**config.mk**
```make
export PLATFORM = sky130hd
export DESIGN_NAME = bus_arbiter
export DESIGN_NICKNAME = d
export VERILOG_FILES = /design/src/rtl/bus_pkg.sv /design/src/rtl/select_deserializer.sv /design/src/rtl/bus_arbiter.sv
export SDC_FILE = /design/constraint.sdc
export NUM_CORES = 1
export LEC_CHECK = 0
export CORE_MARGIN = 5
export CORE_UTILIZATION = 50
export CTS_BUF_LIST = sky130_fd_sc_hd__clkbuf_16
export DETAILED_ROUTE_END_ITERATION = 16
export PLACE_DENSITY = 0.72
export SYNTH_ARGS = -nofsm -noshare
export SYNTH_HDL_FRONTEND = slang
export SYNTH_SLANG_ARGS = --single-unit
```
**constraint.sdc**
```tcl
create_clock -name clk -period 2.54 [get_ports clk]
set_input_delay 0.508 -clock clk [delete_from_list [all_inputs] [get_ports clk]]
set_output_delay 0.508 -clock clk [all_outputs]
set_load 0.1 [all_outputs]
```
**src/rtl/bus_pkg.sv**
```systemverilog
// Shared bus constants: arbiter state encoding, master ids and slave-select defaults.
package bus_pkg;

    localparam int unsigned SLAVE_LEN_DEF   = 2;
    localparam int unsigned SLAVE_COUNT_DEF = 3;

    // Master ids double as the bus_sel datapath mux value.
    localparam logic MASTER1 = 1'b0;
    localparam logic MASTER2 = 1'b1;

    typedef enum logic [1:0] {
        IDLE    = 2'd0,
        SELECT  = 2'd1,
        BUSY    = 2'd2,
        RELEASE = 2'd3
    } bus_state_e;

endpackage

```
**src/rtl/select_deserializer.sv**
```systemverilog
// MSB-first serial slave-id deserializer with bit counter.
// id/done look ahead by including the bit being sampled, so the arbiter
// can act on the full id on the same edge that captures the last bit.
module select_deserializer
    import bus_pkg::*;
#(
    parameter int unsigned SLAVE_LEN = SLAVE_LEN_DEF
) (
    input  logic                 clk,
    input  logic                 reset,
    input  logic                 start,
    input  logic                 valid,
    input  logic                 bit_in,
    output logic [SLAVE_LEN-1:0] id,
    output logic                 done
);

    localparam int unsigned CNT_W = (SLAVE_LEN > 1) ? $clog2(SLAVE_LEN) : 1;

    logic [SLAVE_LEN-1:0] r_shift;
    logic [CNT_W-1:0]     r_count;

    assign id   = SLAVE_LEN'({r_shift, bit_in});
    assign done = valid && (r_count == CNT_W'(SLAVE_LEN - 1));

    // Shift register and bit counter; start clears both.
    always_ff @(posedge clk or posedge reset) begin
        if (reset) begin
            r_shift <= '0;
            r_count <= '0;
        end else if (start) begin
            r_shift <= '0;
            r_count <= '0;
        end else if (valid) begin
            r_shift <= id;
            r_count <= r_count + CNT_W'(1);
        end
    end

endmodule

```
**src/rtl/bus_arbiter.sv**
```systemverilog
// Two-master round-robin bus arbiter with serial slave select and watchdog.
module bus_arbiter
    import bus_pkg::*;
#(
    parameter int unsigned SLAVE_LEN   = SLAVE_LEN_DEF,
    parameter int unsigned SLAVE_COUNT = SLAVE_COUNT_DEF,
    parameter int unsigned TIMEOUT     = 4096
) (
    input  logic                   clk,
    input  logic                   reset,
    input  logic                   m1_request,
    input  logic                   m2_request,
    input  logic                   m1_slave_select,
    input  logic                   m2_slave_select,
    input  logic                   m1_trans_done,
    input  logic                   m2_trans_done,
    output logic                   m1_grant,
    output logic                   m2_grant,
    output logic                   arbitor_busy,
    output logic                   bus_busy,
    output logic [SLAVE_COUNT-1:0] slave_en,
    output logic                   bus_sel,
    output logic                   timeout,
    output logic                   sel_error
);

    localparam int unsigned WD_W = $clog2(TIMEOUT);

    localparam logic [1:0] S_IDLE    = IDLE;
    localparam logic [1:0] S_SELECT  = SELECT;
    localparam logic [1:0] S_BUSY    = BUSY;
    localparam logic [1:0] S_RELEASE = RELEASE;

    logic [1:0]             r_state,     w_state_nxt;
    logic                   r_last,      w_last_nxt;
    logic [WD_W-1:0]        r_wdog,      w_wdog_nxt;
    logic                   r_grant1,    w_grant1_nxt;
    logic                   r_grant2,    w_grant2_nxt;
    logic                   r_arb_busy,  w_arb_busy_nxt;
    logic                   r_bus_busy,  w_bus_busy_nxt;
    logic [SLAVE_COUNT-1:0] r_slave_en,  w_slave_en_nxt;
    logic                   r_bus_sel,   w_bus_sel_nxt;
    logic                   r_timeout,   w_timeout_nxt;
    logic                   r_sel_error, w_sel_error_nxt;

    logic                 w_des_start;
    logic                 w_des_valid;
    logic [SLAVE_LEN-1:0] w_id;
    logic                 w_id_done;
    logic                 w_req_g;
    logic                 w_bit_g;
    logic                 w_done_g;
    logic                 w_id_ok;

    // Inputs of the currently granted master; bus_sel tracks the owner.
    assign w_req_g  = r_bus_sel ? m2_request      : m1_request;
    assign w_bit_g  = r_bus_sel ? m2_slave_select : m1_slave_select;
    assign w_done_g = r_bus_sel ? m2_trans_done   : m1_trans_done;
    assign w_id_ok  = 32'(w_id) < SLAVE_COUNT;

    select_deserializer #(
        .SLAVE_LEN (SLAVE_LEN)
    ) u_select_deserializer (
        .clk    (clk),
        .reset  (reset),
        .start  (w_des_start),
        .valid  (w_des_valid),
        .bit_in (w_bit_g),
        .id     (w_id),
        .done   (w_id_done)
    );

    // State and output registers.
    always_ff @(posedge clk or posedge reset) begin
        if (reset) begin
            r_state     <= S_IDLE;
            r_last      <= MASTER2;
            r_wdog      <= '0;
            r_grant1    <= 1'b0;
            r_grant2    <= 1'b0;
            r_arb_busy  <= 1'b0;
            r_bus_busy  <= 1'b0;
            r_slave_en  <= '0;
            r_bus_sel   <= 1'b0;
            r_timeout   <= 1'b0;
            r_sel_error <= 1'b0;
        end else begin
            r_state     <= w_state_nxt;
            r_last      <= w_last_nxt;
            r_wdog      <= w_wdog_nxt;
            r_grant1    <= w_grant1_nxt;
            r_grant2    <= w_grant2_nxt;
            r_arb_busy  <= w_arb_busy_nxt;
            r_bus_busy  <= w_bus_busy_nxt;
            r_slave_en  <= w_slave_en_nxt;
            r_bus_sel   <= w_bus_sel_nxt;
            r_timeout   <= w_timeout_nxt;
            r_sel_error <= w_sel_error_nxt;
        end
    end

    // Next-state and next-output logic.
    always_comb begin
        w_state_nxt     = r_state;
        w_last_nxt      = r_last;
        w_wdog_nxt      = r_wdog;
        w_grant1_nxt    = r_grant1;
        w_grant2_nxt    = r_grant2;
        w_bus_busy_nxt  = r_bus_busy;
        w_slave_en_nxt  = r_slave_en;
        w_bus_sel_nxt   = r_bus_sel;
        w_timeout_nxt   = 1'b0;
        w_sel_error_nxt = 1'b0;
        w_des_start     = 1'b0;
        w_des_valid     = 1'b0;

        case (r_state)
            S_IDLE: begin
                if (m1_request && (!m2_request || r_last == MASTER2)) begin
                    w_state_nxt   = S_SELECT;
                    w_grant1_nxt  = 1'b1;
                    w_bus_sel_nxt = MASTER1;
                    w_last_nxt    = MASTER1;
                    w_des_start   = 1'b1;
                end else if (m2_request) begin
                    w_state_nxt   = S_SELECT;
                    w_grant2_nxt  = 1'b1;
                    w_bus_sel_nxt = MASTER2;
                    w_last_nxt    = MASTER2;
                    w_des_start   = 1'b1;
                end
            end

            S_SELECT: begin
                if (!w_req_g) begin
                    w_state_nxt  = S_RELEASE;
                    w_grant1_nxt = 1'b0;
                    w_grant2_nxt = 1'b0;
                end else begin
                    w_des_valid = 1'b1;
                    if (w_id_done) begin
                        if (w_id_ok) begin
                            w_state_nxt    = S_BUSY;
                            w_slave_en_nxt = SLAVE_COUNT'(1) << w_id;
                            w_bus_busy_nxt = 1'b1;
                            w_wdog_nxt     = '0;
                        end else begin
                            w_state_nxt     = S_RELEASE;
                            w_sel_error_nxt = 1'b1;
                            w_grant1_nxt    = 1'b0;
                            w_grant2_nxt    = 1'b0;
                        end
                    end
                end
            end

            S_BUSY: begin
                w_wdog_nxt = r_wdog + WD_W'(1);
                if (w_done_g || !w_req_g || r_wdog == WD_W'(TIMEOUT - 1)) begin
                    // Done or withdrawal outranks the watchdog in the same cycle.
                    w_timeout_nxt  = !(w_done_g || !w_req_g);
                    w_state_nxt    = S_RELEASE;
                    w_grant1_nxt   = 1'b0;
                    w_grant2_nxt   = 1'b0;
                    w_slave_en_nxt = '0;
                    w_bus_busy_nxt = 1'b0;
                end
            end

            default: begin
                w_state_nxt = S_IDLE;
            end
        endcase

        w_arb_busy_nxt = (w_state_nxt != S_IDLE);
    end

    assign m1_grant     = r_grant1;
    assign m2_grant     = r_grant2;
    assign arbitor_busy = r_arb_busy;
    assign bus_busy     = r_bus_busy;
    assign slave_en     = r_slave_en;
    assign bus_sel      = r_bus_sel;
    assign timeout      = r_timeout;
    assign sel_error    = r_sel_error;

endmodule

```
==> metrics.txt <==
CP max FO 18; CP Class input pin to flop; unrepaired setup endpoints after global routing false; GP Congestion 0.804; Post-Synth XOR/XNOR Area 0.00542; post-synthesis register bit count 27; Final HPWL DP 2460 um; clock-pin slew on the worst setup and hold paths 70 ps; cts repair resizes 0; Worst-Margin Slew between 600 and 700 ps; Antenna Cells 0; DIE WIDTH 66.9 um; status completed; Area contributors post-synth dfrtp_1, o21ai_0, mux2i_1; most used flip-flop cell after synthesis dfrtp_1; Req. time, crit path 2690 ps; Crit. End Element flop; simple-gate portion of the synthesized area 0.160; count leader, synth dfrtp_1; Post-synth top cells dfrtp_1, o21ai_0, nand2_1, a21oi_1, nor2_1; I/O Buffers 17; clock buffer depth 2; filler cell count 282; Die Y 66.9 um; leading area contributor after synthesis dfrtp_1; Post-Route WL 3510 um; largest family of logic cells by synthesized area compound AO/OA/AOI/OAI gates; GRT overflow 0; share of the synthesized area in the top cell type 0.402; clk sinks 27; HP Class flop to flop; vias in the first global route roughly 1,300; first-pass GRT wire length 6130 um; Ys Warns 0; Total GRT Usage 0.182; initial antenna violation count 0; worst clock skew 2.04 ps; Post-Synthesis Net Count 178; placed inst area 1800 um2; die area 4470 um2; final design instance area without fill 1880 um2; number of flops mapped to enable cells by yosys 0; sequential-to-total area share from yosys stat 0.419; Final Setup Violations 0; final worst path period need 2210 ps; post-synthesis mux area share 0.0797; largest net degree at the start of global routing 28; Max IR drop VDD slightly below 0.9 mV; CTS H-tree lvls 1; Post-Synth Adder-Cell Area 0.0387; DR vias 1,341; row count 20; setup TNS 0 ps; TritonCTS clock tree built; period utilization 0.869; DRC Markers 0; # IOs 18; Syn Inst Count between 150 and 200; Leak Pwr 0.823 nW; Synth Cell Area 1620 um2; Startpoint Class input pin; cell count after placement 222; PD cells 1200 nW/um2; post-route ant nets 0; post-CTS setup buffer count 0; starting density of the core 0.525; TritonCTS buffer count 3; Hold Vio Cnt, Final 0; later-pin clock latency in the skew report 270 ps; nets 196; CTS Root Cell clkbuf_16; WP data arrival 2360 ps; max-slew violations 0; Yosys cell types 45; Vias/cell roughly 6; share of cells above drive strength 1 0.181; Post-Syn Area per Cell 9.80 um2; routed wire length per instance between 15 and 20 um; Slew HR 0.590; ys async rst share 1.00; total core area a little over 3000 um2; Post-Layout Cell Count 226; # hold bufs at CTS 0; Peak Freq 453 MHz; Max-Cap Viols 0; Iter 0 DRT Violations between 70 and 80; Synth Area in Compound Gates 0.243; area grow syn2layout 16.3%; DR pass1 iterations 4
-- registers in the layout (all words and copies together), names as in the netlist --
register and flops:
arbitor_busy 1, bus_busy 1, bus_sel 1, m1_grant 1, m2_grant 1, r_last 1
r_state 2, r_wdog 12, sel_error 1, slave_en 3, timeout 1, u_select_deserializer.r_count 1
u_select_deserializer.r_shift 1
-- placed cells by master (no fill, tap or decap), types with 6 or more instances in the layout --
cell type,count
or2_2,6
buf_4,15
clkdlybuf4s50_1,7
nor2_1,10
nand2_1,12
dfrtp_1,26
mux2i_1,8
inv_1,10
o21ai_0,17
a21oi_1,10
-- final cells by class --
class / instances / area, um2 / area share
clock inverters: 1 / 3.75 / 0.00200
multi-input cells: 120 / 852 / 0.453
well taps: 44 / 55.1 / 0.0293
repair buffers: 22 / 183 / 0.0972
clock buffers: 3 / 75.1 / 0.0399
flip-flops and latches: 27 / 677 / 0.360
inverters: 9 / 33.8 / 0.0180
-- power breakdown --
part / leakage, nW / internal [W] / switching (W) / total (W)
clock network: 0.0423 / 0.000211 / 0.000154 / 0.000366
registers: 0.352 / 0.000575 / 0.000151 / 0.000726
logic: 0.429 / 0.000374 / 0.000792 / 0.00117
total: 0.823 / 0.00116 / 0.00110 / 0.00226
-- critical path: stages --
cell             delay [ps]
clkdlybuf4s50_1         620
mux2i_4                 140
a211o_1                 520
a21oi_1                 220
mux2_2                  350
-- per-stage QoR --
stage               hold WS (ps)  setup slack (ps)  total power [W]  utilization
finish                       498               332          0.00226        0.611
global route                 521               190          0.00241        0.611
CTS                          500               329          0.00227        0.611
detailed placement           479              50.7          0.00189        0.585
global placement             466              98.2          0.00187        0.585
floorplan                    506              37.9          0.00165            -
-- final timing paths --
path	from	end	slack [ps]	cells after the start
max	m1_request	r_wdog[6]	330	5
min	bus_busy	bus_busy	500	1
max reg2reg	bus_sel	r_wdog[6]	380	4
min reg2reg	bus_busy	bus_busy	500	1
max in group asynchronous	reset	r_last	1630	3
min in group asynchronous	reset	sel_error	600	3
-- layer usage --
layer  up-vias  global-route usage  part of all wire
met1       656               0.252              0.48
met2        34               0.280              0.46
li1        642                   -                 -
met5         -                   0                 0
met3         9              0.0270             0.044
met4         0              0.0785             0.024
-- cells by family after synthesis --
kind of cell | after synthesis
mux | 11
fa+ha+maj | 5
compound gates | 53
buf+inv | 18
flops | 27
simple gates | 50
xor+xnor | 1
No activity file was read; power rests on OpenSTA's default activity.
